## src/rtl/cevero_dvfs_actuator.sv

```systemverilog
// Applies DVFS operating-point requests to the regulator and clock generator, stepping voltage
// one code per settle interval and gating the core clock while the PLL relocks.
module cevero_dvfs_actuator #(
    parameter int unsigned V_SETTLE    = 4,
    parameter int unsigned LOCK_CYCLES = 8,
    parameter int unsigned V_MIN       = 1,
    parameter int unsigned DEF_VOLTAGE = 5,
    parameter int unsigned DEF_FREQ    = 150
) (
    input  logic        clk_i,
    input  logic        rst_ni,
    input  logic [2:0]  req_voltage_i,
    input  logic [31:0] req_freq_i,
    output logic [2:0]  vdd_code_o,
    output logic [31:0] freq_o,
    output logic        clk_gate_o,
    output logic        busy_o,
    output logic        done_o
);

    localparam int unsigned CntMax = (V_SETTLE > LOCK_CYCLES) ? V_SETTLE : LOCK_CYCLES;
    localparam int unsigned CntW   = $clog2(CntMax + 1);

    localparam logic [2:0]      VMin       = 3'(V_MIN);
    localparam logic [2:0]      VDef       = 3'(DEF_VOLTAGE);
    localparam logic [31:0]     FDef       = 32'(DEF_FREQ);
    localparam logic [CntW-1:0] SettleLoad = CntW'(V_SETTLE - 1);
    localparam logic [CntW-1:0] LockLoad   = CntW'(LOCK_CYCLES - 1);
    localparam logic [CntW-1:0] CntOne     = CntW'(1);

    typedef enum logic [2:0] {
        StIdle,
        StVup,
        StFreq,
        StLock,
        StVdown,
        StDone
    } state_e;

    state_e      state_q, state_d;
    logic [2:0]  vdd_q, vdd_d;
    logic [31:0] freq_q, freq_d;
    logic        gate_q, gate_d;
    logic [CntW-1:0] cnt_q, cnt_d;
    logic [2:0]  tgt_v_q, tgt_v_d;
    logic [31:0] tgt_f_q, tgt_f_d;

    logic [2:0]  tv;
    logic [31:0] tf;

    // A zero frequency request means "keep the current frequency".
    assign tv = (req_voltage_i < VMin) ? VMin : req_voltage_i;
    assign tf = (req_freq_i == '0) ? freq_q : req_freq_i;

    always_comb begin
        state_d = state_q;
        vdd_d   = vdd_q;
        freq_d  = freq_q;
        gate_d  = gate_q;
        cnt_d   = cnt_q;
        tgt_v_d = tgt_v_q;
        tgt_f_d = tgt_f_q;

        unique case (state_q)
            StIdle: begin
                if ((tv != vdd_q) || (tf != freq_q)) begin
                    tgt_v_d = tv;
                    tgt_f_d = tf;
                    cnt_d   = '0;
                    if (tv > vdd_q) begin
                        state_d = StVup;
                    end else if (tf != freq_q) begin
                        state_d = StFreq;
                    end else begin
                        state_d = StVdown;
                    end
                end
            end

            // cnt_q==0 marks a step edge; the exit is taken on the last settle edge so the
            // next action lands exactly V_SETTLE cycles after the final step.
            StVup: begin
                if (cnt_q == '0) begin
                    if (vdd_q == tgt_v_q) begin
                        state_d = (tgt_f_q != freq_q) ? StFreq : StDone;
                    end else begin
                        vdd_d = vdd_q + 3'd1;
                        cnt_d = SettleLoad;
                    end
                end else begin
                    cnt_d = cnt_q - CntOne;
                    if ((cnt_q == CntOne) && (vdd_q == tgt_v_q)) begin
                        state_d = (tgt_f_q != freq_q) ? StFreq : StDone;
                    end
                end
            end

            StFreq: begin
                freq_d  = tgt_f_q;
                gate_d  = 1'b0;
                cnt_d   = LockLoad;
                state_d = StLock;
            end

            StLock: begin
                if (cnt_q == '0) begin
                    gate_d  = 1'b1;
                    state_d = (tgt_v_q < vdd_q) ? StVdown : StDone;
                end else begin
                    cnt_d = cnt_q - CntOne;
                end
            end

            StVdown: begin
                if (cnt_q == '0) begin
                    if (vdd_q == tgt_v_q) begin
                        state_d = StDone;
                    end else begin
                        vdd_d = vdd_q - 3'd1;
                        cnt_d = SettleLoad;
                    end
                end else begin
                    cnt_d = cnt_q - CntOne;
                    if ((cnt_q == CntOne) && (vdd_q == tgt_v_q)) begin
                        state_d = StDone;
                    end
                end
            end

            StDone: begin
                cnt_d   = '0;
                state_d = StIdle;
            end

            default: begin
                state_d = StIdle;
            end
        endcase
    end

    always_ff @(posedge clk_i or negedge rst_ni) begin
        if (!rst_ni) begin
            state_q <= StIdle;
            vdd_q   <= VDef;
            freq_q  <= FDef;
            gate_q  <= 1'b1;
            cnt_q   <= '0;
            tgt_v_q <= VDef;
            tgt_f_q <= FDef;
        end else begin
            state_q <= state_d;
            vdd_q   <= vdd_d;
            freq_q  <= freq_d;
            gate_q  <= gate_d;
            cnt_q   <= cnt_d;
            tgt_v_q <= tgt_v_d;
            tgt_f_q <= tgt_f_d;
        end
    end

    assign vdd_code_o = vdd_q;
    assign freq_o     = freq_q;
    assign clk_gate_o = gate_q;
    assign busy_o     = (state_q != StIdle);
    assign done_o     = (state_q == StDone);

endmodule

```

## config.mk

```make
export PLATFORM = sky130hd
export DESIGN_NAME = cevero_dvfs_actuator
export DESIGN_NICKNAME = d
export VERILOG_FILES = /design/src/rtl/cevero_dvfs_actuator.sv
export SDC_FILE = /design/constraint.sdc
export NUM_CORES = 1
export LEC_CHECK = 0
export CAP_MARGIN = 20
export CORE_MARGIN = 3
export CORE_UTILIZATION = 45
export DETAILED_ROUTE_END_ITERATION = 16
export PLACE_DENSITY = 0.69
export RECOVER_POWER = 25
export SETUP_SLACK_MARGIN = 0.3
export SLEW_MARGIN = 20
export SYNTH_ARGS = -nofsm -noshare
export SYNTH_HDL_FRONTEND = slang
export SYNTH_SLANG_ARGS = --single-unit
export TNS_END_PERCENT = 5
```

## constraint.sdc

```tcl
create_clock -name clk_i -period 7.5 [get_ports clk_i]
set_clock_uncertainty 0.2 [all_clocks]
set_input_delay 1.125 -clock clk_i [delete_from_list [all_inputs] [get_ports clk_i]]
set_output_delay 1.125 -clock clk_i [all_outputs]
set_load 0.1 [all_outputs]
```

==> impl_metrics.json, run 1 <==
{
  "outcome": "finished with violations",
  "violations": "capacitance limit, slew limit",
  "route.detailed.drc": 0,
  "ios": 75,
  "route.detailed.wl_per_inst_um": 19.4,
  "htree_levels": 3,
  "die_w_um": 106,
  "ys_seq_area_frac": 0.434,
  "fmax_mhz": 220,
  "grt_pass1_vias": 3903,
  "cp_top_family": "buffers and inverters",
  "cts_tree": "yes",
  "tightest_slew_ps": 2600,
  "die_h_um": 106,
  "synthCells": 473,
  "clk_path_buf_depth": 2,
  "worstPathCellList": "clkbuf_1 -> clkbuf_1",
  "grt_max_degree": 79,
  "synth_edf_count": 0,
  "clock_latency_ps": 360,
  "crit_top_cell": "clkbuf_1",
  "portBuffers": 74,
  "synth_top_area_cell": "dfrtp_1",
  "core_sq_um": 9770,
  "startpoint_type": "input pin",
  "clockRootBuffer": "clkbuf_8",
  "grt_pass1_wl_um": 21100,
  "synth_nets": 520,
  "ys_async_sr_fraction": 1.00,
  "ys.flop_type": "dfrtp_1",
  "hold_class": "reg -> reg",
  "tns_ps": 0,
  "multiInputGateArea_sq_um": 2330,
  "drt_iter0_drc": 209,
  "postCtsHoldBufs": 0,
  "initial_core_util": 0.464,
  "final_max_slew_viol_count": 81,
  "grt_usage": 0.240,
  "rows": 36,
  "synth_cell_types": 46,
  "critical_path_class": "in -> async",
  "syn_area_sq_um": 4530,
  "routed_wl_um": 13200,
  "vias": 3997,
  "finalSetupViolations": 0,
  "path_buf_inv": 2,
  "required_ps": 7220,
  "fin_crit_sh": 0.607,
  "critPathMaxFanout": 48,
  "antenna_found_initial": 0,
  "hpwl_um": 9590,
  "finalHoldViolations": 0,
  "drive_gt1_frac": 0.0969,
  "synth_top_area_share": 0.359,
  "synthTopCellsByArea": "dfrtp_1 (36%), dfstp_2 (7.5%), xnor2_1 (6.8%), o22a_1 (6.2%), a211o_1 (4.1%)",
  "final_nets": 589,
  "drtPass1Iterations": 5,
  "syn_to_final_growth_pct": 24.0,
  "cp_slowest_stage_delay_ps": 1930,
  "drv_cap": 2,
  "whs_ps": 297,
  "fin_util": 0.575,
  "rsz0062_at_grt": "no",
  "layout_min_cycle_time_ps": 4550,
  "worst_path_max_delay_cell": "clkbuf_1",
  "fillers": 904,
  "regArea_sq_um": 1970,
  "vias_per_cell": 5.88,
  "globalRoute.totalOverflow": 0,
  "path_clk_slew_ps": 80,
  "clock-sinks": 78,
  "ys_seq_elements": 78,
  "yosys_warnings": 0,
  "n_antenna_cell": 0,
  "cts_resized": 0,
  "ant_nets": 0,
  "critPathArrivalTime_ps": 4270,
  "worstSetupEndpointType": "asynchronous set/reset pin",
  "slew_headroom": -0.736,
  "dieArea_sq_um": 11300,
  "cts-buffers-inserted": 9,
  "cts_setup_buffers": 0,
  "gp_congestion": 1.04,
  "synth_area_per_cell_sq_um": 9.58
}
[layout by cell type (no fill, tap or decap), drive strengths merged, types with 11 or more instances in the layout]
master and count:
clkdlybuf4s50 73, dfrtp 65, inv 42, nand2 39, xnor2 35, o22a 32
o21ai 31, a211o 21, nor2 21, nor2b 16, nand3 14, mux2 14
nor4 13, o22ai 13, dfstp 13, nand4 11, clkbuf 11
[path summary, 6_finish.rpt]
path	slack [ps]	startpoint	to	cells after the start
worst max register to register	3860	freq_o[28]	cnt_q[0]	8
max in group clk_i	2980	req_freq_i[5]	cnt_q[0]	9
min in group asynchronous	980	rst_ni	freq_o[11]	1
worst min-delay path	300	tgt_v_q[1]	tgt_v_q[1]	1
worst min register to register	300	tgt_v_q[1]	tgt_v_q[1]	1
worst max-delay path	2950	rst_ni	freq_o[0]	2
[cell usage after synthesis, types with 2 or more instances]
master	count
dfrtp_1	65
a211o_1	21
a21oi_1	7
nor3_1	6
o2111ai_1	3
nor2b_1	16
mux2_2	12
ha_1	9
a2111oi_0	4
clkbuf_1	15
nand2_1	39
mux2_1	2
o22a_1	32
a2111o_1	3
buf_2	6
o21ai_0	31
mux2i_1	3
o22ai_1	13
xnor2_1	35
nor4_1	13
a211oi_1	3
nor2_1	20
nand3_1	14
inv_1	41
nand4_1	11
dfstp_2	13
o2bb2ai_1	3
nand2b_1	10
a31oi_1	5
a41oi_1	2
[registers in the layout (all words and copies together), names as in the netlist]
name	count
clk_gate_o	1
cnt_q	4
state_q	3
tgt_v_q	3
vdd_code_o	3
freq_o	32
tgt_f_q	32
[routing by layer]
layer / vias to the layer above / routed length [um] / share of wire / GRT usage
met1: 1987 / 5780 / 0.44 / 0.321
li1: 1861 / - / - / -
met2: 127 / 6480 / 0.49 / 0.396
met4: 0 / 316 / 0.024 / 0.0694
met3: 22 / 622 / 0.047 / 0.0468
met5: - / 0 / 0 / 0
[layout make-up]
type / instances / area share
clock inverter: 7 / 0.0174
multi-input combinational: 332 / 0.415
timing repair buffer: 80 / 0.138
sequential: 78 / 0.350
clock buffer: 9 / 0.0220
tap: 133 / 0.0296
inverter: 41 / 0.0274
[cell families after synthesis]
logic type / Yosys count / share of synthesized area
compound gates: 135 / 0.221
xor+xnor: 36 / 0.0696
fa+ha+maj: 10 / 0.0293
buf+inv: 63 / 0.0538
flops: 78 / 0.434
mux: 17 / 0.0414
simple gates: 134 / 0.150
[per-stage QoR]
step                cells  worst slack [ps]  cell area [sq um]
floorplan             473              4150               4530
global placement      663              2720               5400
detailed placement    663              2570               5400
CTS                   679              2960               5620
global route          680              2240               5620
finish                680              2950               5620
Power of run 1 is not shown: default switching activity piles up to over one toggle a cycle in this logic, so the estimate is an artifact.
==> run 2, diff against run 1 <==
- PLACE_DENSITY: 0.69 -> 0.72
- clock period: 7.5 -> 3.71 ns (I/O delays scaled with it)
==> run 2 against run 1 <==
Critical path depth rose by 7. Final cell count up 0.15%. Non-clock buffer count grew 2. Worst hold slack improved by 9.3 ps. Highest routed layer unchanged. Die area stayed put. The run still ends with capacitance limit, slew limit left. Routed wire length grew 2.2%. Clock-buffer cell count grew 2. Via count is 2.4% higher. Sequential share of layout area is 0.13 points lower. Final area rose by 0.38%.
==> impl_metrics.json, run 2 (synthesized netlist as in run 1, its figures left out) <==
{
  "vias": 4091,
  "cts_setup_buffers": 0,
  "violations": "capacitance limit, slew limit",
  "ios": 75,
  "die_w_um": 106,
  "finalSetupViolations": 0,
  "worstSetupEndpointType": "register",
  "gp_congestion": 0.892,
  "core_sq_um": 9770,
  "grt_pass1_wl_um": 22000,
  "clock_latency_ps": 350,
  "clk_path_buf_depth": 2,
  "layout_common_cells": "clkdlybuf4s50_1 (67), dfrtp_1 (65), inv_1 (41)",
  "final_common_cell": "clkdlybuf4s50_1",
  "place_inst": 666,
  "grt_usage": 0.249,
  "path_clk_slew_ps": 80,
  "critPathArrivalTime_ps": 3270,
  "cts_tree": "yes",
  "fin_util": 0.577,
  "n_antenna_cell": 0,
  "drive_gt1_frac": 0.111,
  "stdcell_count": 681,
  "initial_core_util": 0.464,
  "drt_iter0_drc": 366,
  "grt_pass1_vias": 4087,
  "cp_slowest_stage_delay_ps": 760,
  "route.detailed.wl_per_inst_um": 19.8,
  "clock-sinks": 78,
  "worstPathCellList": "clkdlybuf4s50_1 -> buf_4 -> nor2b_1 -> a2111o_1 -> a2111oi_2 -> a41oi_1 -> nor3_4 -> nor2_4 -> mux2_1",
  "rows": 36,
  "cp_top_family": "simple AND/OR/NAND/NOR gates",
  "path_buf_inv": 2,
  "fmax_mhz": 308,
  "required_ps": 3740,
  "tns_ps": 0,
  "hpwl_um": 9560,
  "critPathMaxFanout": 35,
  "hold_class": "reg -> reg",
  "slew_headroom": -0.327,
  "rsz0062_at_grt": "no",
  "drtPass1Iterations": 5,
  "route.detailed.drc": 0,
  "ant_nets": 0,
  "vias_per_cell": 6.01,
  "dieArea_sq_um": 11300,
  "grt_max_degree": 79,
  "drv_cap": 1,
  "htree_levels": 3,
  "finalHoldViolations": 0,
  "layout_min_cycle_time_ps": 3240,
  "fillers": 876,
  "worst_path_max_delay_cell": "nor2_4",
  "routed_wl_um": 13500,
  "cts-buffers-inserted": 9,
  "portBuffers": 74,
  "final_max_slew_viol_count": 79,
  "final_nets": 591,
  "clockRootBuffer": "clkbuf_8",
  "final_cell_area_sq_um": 5640,
  "outcome": "finished with violations",
  "startpoint_type": "input pin",
  "tightest_slew_ps": 1990,
  "fin_crit_sh": 0.874,
  "syn_to_final_growth_pct": 24.4,
  "die_h_um": 106,
  "antenna_found_initial": 0,
  "postCtsHoldBufs": 0,
  "dpl_cell_area_sq_um": 5410,
  "critical_path_class": "in -> reg",
  "globalRoute.totalOverflow": 0
}
==> run 2: cell count changes in the layout (fill, tap and decap cells not counted), sizes merged <==
| cell | delta |
|---|---|
| bufinv | +1 |
| clkinvlp | -2 |
| clkdlybuf4s50 | -6 |
| clkbuf | +1 |
| inv | -1 |
| buf | +9 |
| clkinv | -1 |
==> run 2: final timing paths <==
| path | endpoint | cells after the start | slack (ps) | start |
|---|---|---|---|---|
| max | tgt_v_q[1] | 9 | 470 | req_freq_i[24] |
| min | freq_o[7] | 2 | 310 | tgt_f_q[7] |
| max reg2reg | tgt_v_q[1] | 7 | 690 | freq_o[7] |
| min reg2reg | freq_o[7] | 2 | 310 | tgt_f_q[7] |
| max in group asynchronous | freq_o[22] | 1 | 1550 | rst_ni |
| min in group asynchronous | tgt_f_q[29] | 1 | 540 | rst_ni |
==> run 2: what timing repair did <==
action | 4_1_cts | 5_1_grt
endpoints found under the setup margin | 0 | 3
gates resized for setup | 0 | 1
hold endpoints to repair | 0 | 0
==> run 2: metal layers <==
layer | track usage | wire length, um | vias up
met2 | 0.394 | 6470 | 203
li1 | - | - | 1862
met5 | 0 | 0 | -
met3 | 0.0376 | 877 | 34
met4 | 0.106 | 443 | 0
met1 | 0.341 | 5690 | 1992
==> run 2: worst register-to-register path, cell delays in order, from the launching register on <==
cell	delay, ps
dfstp_2	590
inv_1	60
o22ai_1	250
nor4_1	100
a41oi_1	420
nor3_4	110
nor2_4	760
mux2_1	400
==> run 2: per-stage QoR <==
step / worst slack, ps / hold WS [ps]
finish: 467 / 307
floorplan: 511 / 60.9
global route: 340 / 327
global placement: 135 / 283
detailed placement: 82.5 / 291
CTS: 461 / 208
==> run 2: cell type report <==
cell class | count | area [sq um] | share of cell area
inverter | 41 | 154 | 0.0273
sequential | 78 | 1970 | 0.349
clock inverter | 4 | 95.1 | 0.0169
clock buffer | 11 | 141 | 0.0251
timing repair buffer | 82 | 781 | 0.138
multi-input combinational | 332 | 2330 | 0.414
tap | 133 | 166 | 0.0295
Power of run 2 is left out for the same reason.
==> run 3, diff against run 2 <==
- CELL_PAD_IN_SITES_DETAIL_PLACEMENT: default -> 0
- CELL_PAD_IN_SITES_GLOBAL_PLACEMENT: default -> 1
- CORE_UTILIZATION: 45 -> 37
- PLACE_DENSITY: 0.72 -> default
- PLACE_DENSITY_LB_ADDON: default -> 0.1
==> run 3 against run 2 <==
The run still ends with capacitance limit, slew limit left. Die area is 20% higher. Routed wire length is 8.7% higher. Final cell count is 2.6% higher. Sequential cell count stayed put.
==> impl_metrics.json, run 3 (synthesized netlist as in run 1, its figures left out) <==
{
  "gp_congestion": 0.901,
  "startpoint_type": "input pin",
  "ios": 75,
  "worst_path_max_delay_cell": "a2111oi_1",
  "required_ps": 3730,
  "worstSetupEndpointType": "register",
  "fmax_mhz": 304,
  "antenna_found_initial": 0,
  "crit_path_start": "req_freq_i[24]",
  "clock_latency_ps": 340,
  "endpoint": "tgt_v_q[1]",
  "drtPass1Iterations": 4,
  "portBuffers": 74,
  "route.detailed.drc": 0,
  "cp_top_family": "compound AO/OA/AOI/OAI gates",
  "violations": "capacitance limit, slew limit",
  "grt_pass1_wl_um": 23000,
  "worstPathCellList": "clkdlybuf4s50_1 -> nor2b_1 -> a2111o_1 -> a2111oi_1 -> nand4_1 -> nor3_4 -> buf_4 -> nor2_4 -> mux2_1",
  "cp_slowest_stage_delay_ps": 550,
  "grt_max_degree": 79,
  "fin_crit_sh": 0.888,
  "final_nets": 598,
  "clockRootBuffer": "clkbuf_16",
  "critical_path_class": "in -> reg",
  "dieArea_sq_um": 13600,
  "pre_cts_ws_ps": -11.2,
  "globalRoute.totalOverflow": 0,
  "grt_usage": 0.224,
  "htree_levels": 3,
  "r2r-end": "tgt_f_q[28]",
  "outcome": "finished with violations",
  "syn_to_final_growth_pct": 27.1,
  "n_antenna_cell": 0,
  "cp.depth": 9,
  "tightest_slew_ps": 2000,
  "critPathMaxFanout": 18,
  "rsz0062_at_grt": "no",
  "drt_iter0_drc": 325,
  "grt_pass1_vias": 4009,
  "routed_wl_um": 14700,
  "finalSetupViolations": 0,
  "hpwl_um": 10200,
  "cts_tree": "yes",
  "path_clk_slew_ps": 60,
  "layout_common_cells": "clkdlybuf4s50_1 (66), dfrtp_1 (65), inv_1 (41)",
  "core_sq_um": 11700,
  "cts-buffers-inserted": 9,
  "initial_core_util": 0.387,
  "layout_min_cycle_time_ps": 3290,
  "path_buf_inv": 2,
  "vias": 3988,
  "slew_headroom": -0.333,
  "r2r-start": "freq_o[16]",
  "finalHoldViolations": 0,
  "die_w_um": 117,
  "final_common_cell": "clkdlybuf4s50_1",
  "clock-sinks": 78,
  "die_h_um": 117,
  "drv_cap": 1,
  "rr_worst_depth": 9,
  "drive_gt1_frac": 0.122,
  "vias_per_cell": 5.71,
  "hold_class": "reg -> reg",
  "final_max_slew_viol_count": 79,
  "clk_path_buf_depth": 2,
  "ant_nets": 0,
  "rows": 39,
  "route.detailed.wl_per_inst_um": 21.0,
  "setup_slack_ps": 416,
  "reg2reg_slack_ps": 740,
  "critPathArrivalTime_ps": 3320
}
-- run 3: cell count changes in the layout (fill, tap and decap cells not counted), sizes merged --
cell and delta:
buf +7, bufinv -3, clkbuf +4, clkdlybuf4s50 -1, nor2 +1
-- run 3: final cells by class --
type	instances	area, sq um
fillers	1127	5950
repair buffers	88	836
clock buffers	15	278
multi-input cells	333	2340
flip-flops and latches	78	1970
well taps	143	179
clock inverters	1	5.00
inverters	41	154
-- run 3: metrics by stage --
step / instance area [sq um] / utilization / hold slack, ps / instances / TNS (ps)
finish: 5760 / 0.492 / 298 / 699 / 0
global route: 5760 / 0.492 / 320 / 699 / 0
CTS: 5740 / 0.490 / 229 / 696 / 0
detailed placement: 5460 / 0.466 / 290 / 680 / -20.2
global placement: 5460 / 0.466 / 285 / 680 / 0
floorplan: 4530 / - / 60.9 / 473 / 0
-- run 3: how the worst min path moves through the flow --
stage / slack (ps) / depth (start not counted) / to / start
floorplan: 60 / 0 / cnt_q[0] / rst_ni
global placement: 280 / 2 / tgt_v_q[0] / tgt_v_q[0]
detailed placement: 290 / 1 / tgt_v_q[1] / tgt_v_q[1]
CTS: 230 / 1 / freq_o[23] / rst_ni
global route: 320 / 1 / tgt_v_q[1] / tgt_v_q[1]
finish: 300 / 1 / tgt_v_q[1] / tgt_v_q[1]
-- run 3: layer usage --
layer | wire (um) | vias up | global-route usage | part of all wire
met5 | 0 | - | 0 | 0
met4 | 203 | 0 | 0.0528 | 0.014
met3 | 718 | 14 | 0.0585 | 0.049
met2 | 6300 | 101 | 0.324 | 0.43
met1 | 7440 | 1989 | 0.335 | 0.51
li1 | - | 1884 | - | -
-- run 3: repair_timing --
action	CTS	global route
resized for setup	0	1
buffers inserted	0	2
hold buffers	0	0
endpoints found under the setup margin	0	39
Power of run 3 is left out for the same reason.
